==> src/rtl/galvo_dac_spi.sv <==
// galvo_dac_spi: multi-channel galvo DAC SPI serializer with shared latch and laser blanking watchdog
module galvo_dac_spi #(
    parameter int NUM_CH        = 2,
    parameter int DATA_W        = 12,
    parameter int SCLK_DIV      = 4,
    parameter int LATCH_W       = 2,
    parameter int BLANK_TIMEOUT = 100000
) (
    input  logic                     clk,
    input  logic                     reset,
    input  logic [NUM_CH*DATA_W-1:0] pt_data,
    input  logic [2:0]               pt_rgb,
    input  logic                     pt_valid,
    output logic                     pt_ready,
    output logic [2:0]               laser_rgb,
    output logic                     dac_sclk,
    output logic                     dac_mosi,
    output logic                     dac_csn,
    output logic                     dac_latchn,
    output logic                     busy
);
    localparam int WORD_W = DATA_W + 4;
    localparam int CW     = $clog2(SCLK_DIV > LATCH_W ? SCLK_DIV : LATCH_W) + 1;
    localparam int BITW   = $clog2(WORD_W);
    localparam int CHW    = NUM_CH > 1 ? $clog2(NUM_CH) : 1;
    localparam int BW     = BLANK_TIMEOUT > 0 ? $clog2(BLANK_TIMEOUT + 1) : 1;
    localparam bit WD_EN  = BLANK_TIMEOUT > 0;
    localparam logic [CW-1:0]   DIV_M1   = CW'(SCLK_DIV - 1);
    localparam logic [CW-1:0]   LAT_M1   = CW'(LATCH_W - 1);
    localparam logic [CHW-1:0]  LAST_CH  = CHW'(NUM_CH - 1);
    localparam logic [BITW-1:0] LAST_BIT = BITW'(WORD_W - 1);
    localparam logic [BW-1:0]   TMO      = BW'(BLANK_TIMEOUT);
    localparam logic [2:0] IDLE = 3'd0, SHIFT = 3'd1, HOLD = 3'd2, GAP = 3'd3, LATCH = 3'd4;

    logic [2:0]               state;
    logic [CHW-1:0]           ch;
    logic [BITW-1:0]          bidx;
    logic [CW-1:0]            cnt;
    logic                     hi;
    logic [WORD_W-1:0]        sh;
    logic [NUM_CH*DATA_W-1:0] data_q;
    logic [2:0]               rgb_q;
    logic [BW-1:0]            blank;
    logic [BW-1:0]            blank_nx;
    logic [WORD_W-1:0]        load_word;
    logic                     enter_latch;
    logic                     expire;

    function automatic logic [WORD_W-1:0] word_of(input logic [NUM_CH*DATA_W-1:0] d, input logic [CHW-1:0] c);
        return {4'(c), d[int'(c)*DATA_W +: DATA_W]};
    endfunction

    // Next SPI word: channel 0 of the incoming point from IDLE, otherwise the following captured channel
    always_comb begin
        load_word   = state == IDLE ? word_of(pt_data, '0) : word_of(data_q, ch + 1'b1);
        enter_latch = state == GAP && cnt == DIV_M1 && ch == LAST_CH;
        blank_nx    = blank == TMO ? blank : blank + 1'b1;
        expire      = WD_EN && blank_nx == TMO;
    end

    // Point sequencer: word shifting with SCLK phases, csn hold/gap, then the shared latch pulse
    always_ff @(posedge clk or posedge reset) begin
        if (reset) begin
            state      <= IDLE;
            ch         <= '0;
            bidx       <= '0;
            cnt        <= '0;
            hi         <= 1'b0;
            sh         <= '0;
            data_q     <= '0;
            rgb_q      <= '0;
            pt_ready   <= 1'b1;
            busy       <= 1'b0;
            dac_sclk   <= 1'b0;
            dac_mosi   <= 1'b0;
            dac_csn    <= 1'b1;
            dac_latchn <= 1'b1;
        end else begin
            case (state)
                IDLE: if (pt_valid) begin
                    data_q   <= pt_data;
                    rgb_q    <= pt_rgb;
                    ch       <= '0;
                    state    <= SHIFT;
                    pt_ready <= 1'b0;
                    busy     <= 1'b1;
                    dac_csn  <= 1'b0;
                    sh       <= load_word;
                    dac_mosi <= load_word[WORD_W-1];
                    bidx     <= LAST_BIT;
                    cnt      <= '0;
                    hi       <= 1'b0;
                end
                SHIFT: begin
                    cnt <= cnt == DIV_M1 ? '0 : cnt + 1'b1;
                    if (cnt == DIV_M1) begin
                        hi       <= !hi;
                        dac_sclk <= !hi;
                        if (hi && bidx == '0) begin
                            state <= HOLD;
                        end else if (hi) begin
                            bidx     <= bidx - 1'b1;
                            sh       <= sh << 1;
                            dac_mosi <= sh[WORD_W-2];
                        end
                    end
                end
                HOLD: begin
                    cnt <= cnt == DIV_M1 ? '0 : cnt + 1'b1;
                    if (cnt == DIV_M1) begin
                        state   <= GAP;
                        dac_csn <= 1'b1;
                    end
                end
                GAP: begin
                    cnt <= cnt == DIV_M1 ? '0 : cnt + 1'b1;
                    if (cnt == DIV_M1 && ch != LAST_CH) begin
                        ch       <= ch + 1'b1;
                        state    <= SHIFT;
                        dac_csn  <= 1'b0;
                        sh       <= load_word;
                        dac_mosi <= load_word[WORD_W-1];
                        bidx     <= LAST_BIT;
                        hi       <= 1'b0;
                    end else if (cnt == DIV_M1) begin
                        state      <= LATCH;
                        dac_latchn <= 1'b0;
                    end
                end
                LATCH: begin
                    cnt <= cnt == LAT_M1 ? '0 : cnt + 1'b1;
                    if (cnt == LAT_M1) begin
                        state      <= IDLE;
                        dac_latchn <= 1'b1;
                        pt_ready   <= 1'b1;
                        busy       <= 1'b0;
                    end
                end
                default: state <= IDLE;
            endcase
        end
    end

    // Laser colour applied at the latch edge; blanked once no latch has happened for BLANK_TIMEOUT cycles
    always_ff @(posedge clk or posedge reset) begin
        if (reset) begin
            blank     <= '0;
            laser_rgb <= '0;
        end else begin
            blank     <= enter_latch ? '0 : blank_nx;
            laser_rgb <= enter_latch ? rgb_q : expire ? 3'b000 : laser_rgb;
        end
    end
endmodule

==> config.mk <==
export PLATFORM = sky130hd
export DESIGN_NAME = galvo_dac_spi
export DESIGN_NICKNAME = d
export VERILOG_FILES = /design/src/rtl/galvo_dac_spi.sv
export SDC_FILE = /design/constraint.sdc
export NUM_CORES = 1
export LEC_CHECK = 0
export ABC_AREA = 0
export CAP_MARGIN = 0
export CORE_MARGIN = 2
export CORE_UTILIZATION = 52
export DETAILED_ROUTE_END_ITERATION = 16
export HOLD_SLACK_MARGIN = 0.15
export PLACE_DENSITY = 0.76
export SETUP_SLACK_MARGIN = 0.02
export SLEW_MARGIN = 5
export SYNTH_ARGS = -nofsm -noshare
export SYNTH_HDL_FRONTEND = slang
export SYNTH_SLANG_ARGS = --single-unit
==> constraint.sdc <==
create_clock -name clk -period 2.35 [get_ports clk]
set_input_delay 0.47 -clock clk [delete_from_list [all_inputs] [get_ports clk]]
set_output_delay 0.47 -clock clk [all_outputs]
set_load 0.05 [all_outputs]
==> impl_metrics.py, run 1 <==
metrics = {
    "sta": {
        "rsz0062_at_grt": "true",
        "hold_violations": 0,
        "fin_hold_ws_ns": 0.492,
        "tightestPinTransition_ns": 0.609,
        "relSlewSlack_pct": 59.3,
        "drv_slew": 0,
        "max_freq_mhz": 444,
        "period_needed_ns": 2.25,
        "fin_crit_sh_pct": 95.8,
        "finClkSkew_ns": 0.0101,
        "finalSetupViolations": 0,
    },
    "clock_tree": {
        "ctsHoldBuffers": 0,
        "cts_buffers": 9,
        "clock_tree.root_cell": "clkbuf_8",
        "cts_max_level": 3,
        "clk_pin_slew_ns": 0.08,
        "clock_latency_ns": 0.36,
        "clock_path_buffers": 2,
        "cts_tree": "built",
        "clkSinkCount": 80,
    },
    "route": {
        "firstDrtPassIters": 4,
        "drt_wl_total_um": 8700,
        "drt-met1-wl_um": 3980,
        "top_layer_used": "met4",
        "post-route-drc-count": 0,
        "vias_per_cell": 5.64,
        "post_drt_wl_per_cell_um": 15.6,
        "ant_nets": 0,
        "met2_length_um": 4230,
        "drtIter0Drc": 130,
        "num_vias": 3150,
        "route.met3.wl_um": 333,
    },
    "grt": {
        "grt_use_total_pct": 22.3,
        "grt_max_degree": 27,
        "grt_pass1_wl_um": 15100,
        "grt_pass1_vias": 3178,
        "grt_overflow": 0,
        "grt_antenna_before_repair": 0,
    },
    "placed_design": {
        "gp_congestion": 0.842,
        "portBuffers": 38,
        "dp_hpwl_um": 6220,
    },
    "power": {
        "ir_drop_uv": 368,
        "total_power_w": 0.00270,
        "power.density_mw_per_mm2": 540,
        "leakagePower_nw": 2.15,
    },
    "worst_setup_path": {
        "cp_num_buf_inv": 1,
        "crit_path_top_delay_cell": "dfrtp_1",
        "r2r-end": "sh[12]$_DFFE_PP0P_",
        "reg2reg_from": "cnt[1]$_DFFE_PP0P_",
        "max_stage_delay_ns": 0.43,
        "end_kind": "register",
        "cp.depth": 8,
        "crit_required_ns": 2.59,
        "start_kind": "register",
        "cp.arrival_ns": 2.50,
        "rrSetupSlack_ns": 0.1,
        "path_common_cell": "ha_1",
        "crit_path_start": "cnt[1]$_DFFE_PP0P_",
        "critPathCapture": "sh[12]$_DFFE_PP0P_",
        "crit_family": "compound AO/OA/AOI/OAI gates",
        "reg2reg_depth": 8,
        "crit_fanout": 9,
        "crit_chain": "ha_1, ha_1, buf_4, mux2i_1, o22a_1, or2_1, a21o_1, a221o_1",
        "critPathKind": "register to register",
    },
    "floorplanning": {
        "die_w_um": 93.0,
        "core.rowCount": 32,
        "die_h_um": 93.0,
        "dieArea_sq_mm": 0.00865,
        "start_util_pct": 53.6,
        "core_area_sq_mm": 0.00769,
        "io_pins": 39,
    },
    "logic_synthesis": {
        "synth-edff-count": 0,
        "synth_top_flop_cell": "dfrtp_1",
        "yosysSeqAreaShare_pct": 48.7,
        "postSynthCellCount": 402,
        "synth.distinct_cells": 54,
        "netlist_area_sq_mm": 0.00412,
        "avgSynthCellArea_sq_um": 10.2,
        "synth_seq_cells": 80,
        "async_reset_ff_share_pct": 100,
        "yosys_warnings": 0,
        "syn_nets": 441,
    },
    "layout": {
        "n_fill_cell": 611,
        "final_util_pct": 65.1,
        "area_growth_pct": 21.5,
        "drive_gt1_share_pct": 18.4,
        "antenna_cells": 0,
        "fin_nets": 491,
    },
    "run": {
        "maxCapViolCount": 0,
    },
    "status": {
        "status": "finished clean",
    },
    "worst_hold_path": {
        "hp-class": "register to register",
    },
}
## power by group
group / switching (W) / internal [W]
clock network: 0.000492 / 0.000656
logic: 0.0000530 / 0.0000768
registers: 0.0000160 / 0.00141
total: 0.000561 / 0.00214
## worst reg2reg max path, stage by stage (launching register included)
cell and delay, ns:
dfrtp_1 0.43, ha_1 0.21, ha_1 0.17, buf_4 0.13, mux2i_1 0.07, o22a_1 0.22, or2_1 0.26, a21o_1 0.27
a221o_1 0.39
## placed cells by master, fill, tap and decap left out, types with 2 or more instances in the layout
cell type	count
o22a_1	2
xnor2_1	8
a211oi_1	10
a22o_1	3
nand3_1	9
a21oi_1	25
clkbuf_8	11
nand2_1	24
clkbuf_1	2
o211ai_1	2
mux2i_1	18
inv_1	15
nor2_2	2
o32a_1	2
buf_12	4
nand2b_1	2
o21ai_0	11
nor3_1	10
a31oi_1	5
clkdlybuf4s50_1	38
nand4_1	6
nor2b_1	3
or2_2	2
bufinv_16	2
a221oi_1	4
dfstp_2	3
nor4_1	3
and4bb_2	2
and4b_1	2
nor2_1	52
a21o_1	4
or3_1	4
buf_4	19
xor2_1	10
dfrtp_1	77
ha_1	8
mux2_2	28
o31ai_1	3
## sequential cells by signal (all words and copies together) (netlist names)
signal and cells:
data_q 24, blank 17, sh 15, bidx 4
cnt 3, laser_rgb 3, rgb_q 3, state 3
busy 1, ch 1, dac_csn 1, dac_latchn 1
dac_mosi 1, dac_sclk 1, hi 1, pt_ready 1
## final cells by class
class | instances | area [sq um] | area share (%)
Clock buffer | 13 | 159 | 3.18
Inverter | 16 | 63.8 | 1.28
Sequential cell | 80 | 2010 | 40.1
Timing Repair Buffer | 61 | 603 | 12.1
Tap cell | 102 | 128 | 2.55
Clock inverter | 3 | 65.1 | 1.30
Multi-Input combinational cell | 284 | 1980 | 39.5
## cell usage after synthesis (4+ instances only)
| cell | number | area [sq um] |
|---|---|---|
| a211oi_1 | 10 | 75.1 |
| a21o_1 | 4 | 30.0 |
| a21oi_1 | 25 | 125 |
| a221oi_1 | 4 | 35.0 |
| a31oi_1 | 5 | 31.3 |
| buf_2 | 5 | 25.0 |
| clkbuf_1 | 14 | 52.6 |
| dfrtp_1 | 77 | 1930 |
| ha_1 | 9 | 113 |
| inv_1 | 16 | 60.1 |
| mux2_2 | 28 | 315 |
| mux2i_1 | 18 | 180 |
| nand2_1 | 24 | 90.1 |
| nand3_1 | 9 | 45.0 |
| nand4_1 | 6 | 37.5 |
| nor2_1 | 52 | 195 |
| nor3_1 | 10 | 50.1 |
| o21ai_0 | 11 | 55.1 |
| or3_1 | 4 | 25.0 |
| xnor2_1 | 8 | 70.1 |
| xor2_1 | 10 | 87.6 |
## stage by stage
step / cells / TNS [ns] / instance area [sq um] / setup WS, ns
2_1_floorplan: 402 / 0 / 4120 / 0.154
3_3_place_gp: 543 / 0 / 4750 / 0.0635
3_5_place_dp: 543 / -0.0734 / 4750 / -0.0278
4_1_cts: 559 / 0 / 5000 / 0.0430
5_1_grt: 559 / 0 / 5000 / 0.00729
6_report: 559 / 0 / 5000 / 0.0982
## how the worst min path moves through the flow
stage	startpoint	depth (start not counted)	slack (ns)	endpoint
after global placement	dac_sclk$_DFFE_PP0P_	1	0.48	dac_sclk$_DFFE_PP0P_
after detailed placement	dac_sclk$_DFFE_PP0P_	1	0.47	dac_sclk$_DFFE_PP0P_
final	dac_sclk$_DFFE_PP0P_	1	0.49	dac_sclk$_DFFE_PP0P_
after global routing	dac_sclk$_DFFE_PP0P_	1	0.51	dac_sclk$_DFFE_PP0P_
after CTS	dac_sclk$_DFFE_PP0P_	1	0.49	dac_sclk$_DFFE_PP0P_
after floorplan	sh[0]$_DFFE_PP0P_	2	0.45	sh[0]$_DFFE_PP0P_
## kinds of logic after synthesis
| logic type | synth area share [%] |
|---|---|
| simple gates | 16.1 |
| flops | 48.7 |
| compound gates | 12.8 |
| mux | 12.0 |
| buf+inv | 3.83 |
| xor+xnor | 3.83 |
| fa+ha+maj | 2.73 |
## metal layers
metal  up-vias  track usage (%)
met5         -                0
met4         0             8.70
met3        17             4.11
met2        72             35.6
met1      1535             30.4
li1       1526                -
## repair_timing
action,CTS,global route
endpoints found under the setup margin,2,7
gates resized for setup,2,2
gates cloned,0,0
setup buffers,0,0
Note: power is estimated with default switching activity, not from simulation.
==> run 2: changes to the inputs <==
TNS_END_PERCENT = 100   (was not set)
==> results of run 2 <==
No change in the layout: final DEF, timing and power equal those of run 1.
==> run 3: changes to the inputs <==
HOLD_SLACK_MARGIN = not set   (was 0.15)
PLACE_DENSITY = 0.73   (was 0.76)
clock period = 2.8 ns   (was 2.35 ns; I/O delays follow)
==> run 3 against run 2 <==
Effect of this change: wire length shrank 6.3%; worst hold slack lost 0.013 ns; die area is the same; critical path type unchanged; critical endpoint is now laser_rgb[0]$_DFFE_PP0P_; largest cell class unchanged; highest routed layer unchanged.
==> impl_metrics.py, run 3 (synthesized netlist as in run 1, its figures left out) <==
metrics = {
    "status": {
        "status": "finished clean",
    },
    "clock_tree": {
        "clk_pin_slew_ns": 0.08,
        "cts_max_level": 3,
        "post_cts_resized": 0,
        "post_cts_buffers": 0,
        "ctsHoldBuffers": 0,
        "cts_tree": "built",
        "cts_buffers": 9,
        "clkSinkCount": 80,
        "clock_path_buffers": 2,
        "clock_latency_ns": 0.36,
        "clock_tree.root_cell": "clkbuf_8",
    },
    "worst_setup_path": {
        "critPathKind": "register to register",
        "cp.arrival_ns": 2.76,
        "crit_fanout": 19,
        "crit_required_ns": 3.04,
        "crit_path_top_delay_cell": "or4b_4",
        "cp.depth": 8,
        "crit_chain": "ha_1, ha_1, nand2_1, nor3_2, buf_4, or4b_4, a2111oi_2, nor2_1",
        "max_stage_delay_ns": 0.55,
        "reg2reg_depth": 8,
        "path_common_cell": "ha_1",
        "end_kind": "register",
        "start_kind": "register",
        "reg2reg_from": "cnt[0]$_DFFE_PP0P_",
        "crit_path_start": "cnt[0]$_DFFE_PP0P_",
        "cp_num_buf_inv": 1,
        "crit_family": "simple AND/OR/NAND/NOR gates",
    },
    "layout": {
        "largest_register": "data_q",
        "drive_gt1_share_pct": 16.1,
        "fin_nets": 480,
        "regArea_sq_mm": 0.00201,
        "largest_reg_flops": 24,
        "top_regs": "data_q x24, blank x17, sh x15",
        "area_growth_pct": 18.1,
        "antenna_cells": 0,
        "final_cell_mix": "77 x dfrtp_1, 52 x nor2_1, 38 x clkdlybuf4s50_1, 28 x mux2_2, 25 x a21oi_1",
        "n_fill_cell": 643,
        "design_area_sq_mm": 0.00486,
        "final_util_pct": 63.3,
        "final_common_cell": "dfrtp_1",
        "multiInputGateArea_sq_mm": 0.00195,
    },
    "sta": {
        "relSlewSlack_pct": 60.2,
        "rsz0062_at_grt": "false",
        "tns_ns": 0,
        "tightestPinTransition_ns": 0.591,
        "drv_slew": 0,
        "max_freq_mhz": 396,
        "finalSetupViolations": 0,
        "fin_hold_ws_ns": 0.479,
        "hold_violations": 0,
        "fin_crit_sh_pct": 90.1,
        "finClkSkew_ns": 0.00779,
        "setup_slack_ns": 0.278,
        "period_needed_ns": 2.52,
    },
    "floorplanning": {
        "core.rowCount": 32,
        "start_util_pct": 53.6,
        "io_pins": 39,
        "core_area_sq_mm": 0.00769,
        "die_w_um": 93.0,
        "dieArea_sq_mm": 0.00865,
        "die_h_um": 93.0,
    },
    "route": {
        "num_vias": 3098,
        "post_drt_wl_per_cell_um": 14.9,
        "drt_wl_total_um": 8150,
        "vias_per_cell": 5.65,
        "firstDrtPassIters": 4,
        "post-route-drc-count": 0,
        "ant_nets": 0,
        "drtIter0Drc": 173,
    },
    "placed_design": {
        "post_dp_cell_area_sq_mm": 0.00463,
        "gp_congestion": 0.856,
        "portBuffers": 38,
        "dpl_worst_slack_ns": 0.286,
        "dp_hpwl_um": 5770,
    },
    "run": {
        "maxCapViolCount": 0,
    },
    "grt": {
        "grt_pass1_wl_um": 14300,
        "grt_antenna_before_repair": 0,
        "grt_pass1_vias": 3055,
        "grt_overflow": 0,
        "grt_use_total_pct": 20.8,
        "grt_max_degree": 39,
    },
    "power": {
        "ir_drop_uv": 271,
        "leakagePower_nw": 2.08,
        "power.density_mw_per_mm2": 468,
    },
    "worst_hold_path": {
        "hp-class": "input pin to asynchronous set/reset pin",
    },
}
-- run 3: changes by cell type in the layout (fill, tap and decap cells not counted), sizes merged --
cell,delta
clkinv,+1
buf,-11
clkbuf,-1
-- run 3: report_power, final --
part,internal (W),switching (W)
Sequential,0.00118,0.0000124
Combinational,0.0000615,0.0000425
Clock,0.000553,0.000426
Total,0.00179,0.000481
-- run 3: final timing paths --
kind	slack, ns	endpoint
max reg2reg	0.28	laser_rgb[0]$_DFFE_PP0P_
min reg2reg	0.51	data_q[8]$_DFFE_PP0P_
min	0.48	data_q[6]$_DFFE_PP0P_
max in group asynchronous	1.65	dac_csn$_DFFE_PP1P_
min in group clk	0.51	data_q[8]$_DFFE_PP0P_
max	0.28	laser_rgb[0]$_DFFE_PP0P_
-- run 3: area by class of cell --
| cell class | instances | area share [%] |
|---|---|---|
| clock buffers | 12 | 3.19 |
| clock inverters | 4 | 1.57 |
| inverters | 16 | 1.26 |
| multi-input cells | 284 | 40.2 |
| flip-flops and latches | 80 | 41.2 |
| well taps | 102 | 2.62 |
| repair buffers | 50 | 9.93 |
-- run 3: worst reg2reg max path, cell delays in order, from the launching register on --
cell and delay [ns]:
dfrtp_1 0.46, ha_1 0.24, ha_1 0.24, nand2_1 0.16
nor3_2 0.06, buf_4 0.21, or4b_4 0.56, a2111oi_2 0.38
nor2_1 0.09
-- run 3: routing by layer --
| layer | global-route usage (%) | up-vias | part of all wire [%] |
|---|---|---|---|
| li1 | - | 1502 | - |
| met1 | 29.0 | 1514 | 47 |
| met2 | 33.0 | 71 | 47 |
| met3 | 3.30 | 11 | 3.7 |
| met4 | 8.09 | 0 | 1.7 |
| met5 | 0 | - | 0 |
-- run 3: through the flow --
step | total power, W | std cells
2_1_floorplan | 0.00126 | 402
3_3_place_gp | 0.00132 | 532
3_5_place_dp | 0.00132 | 532
4_1_cts | 0.00229 | 548
5_1_grt | 0.00236 | 548
6_report | 0.00227 | 548
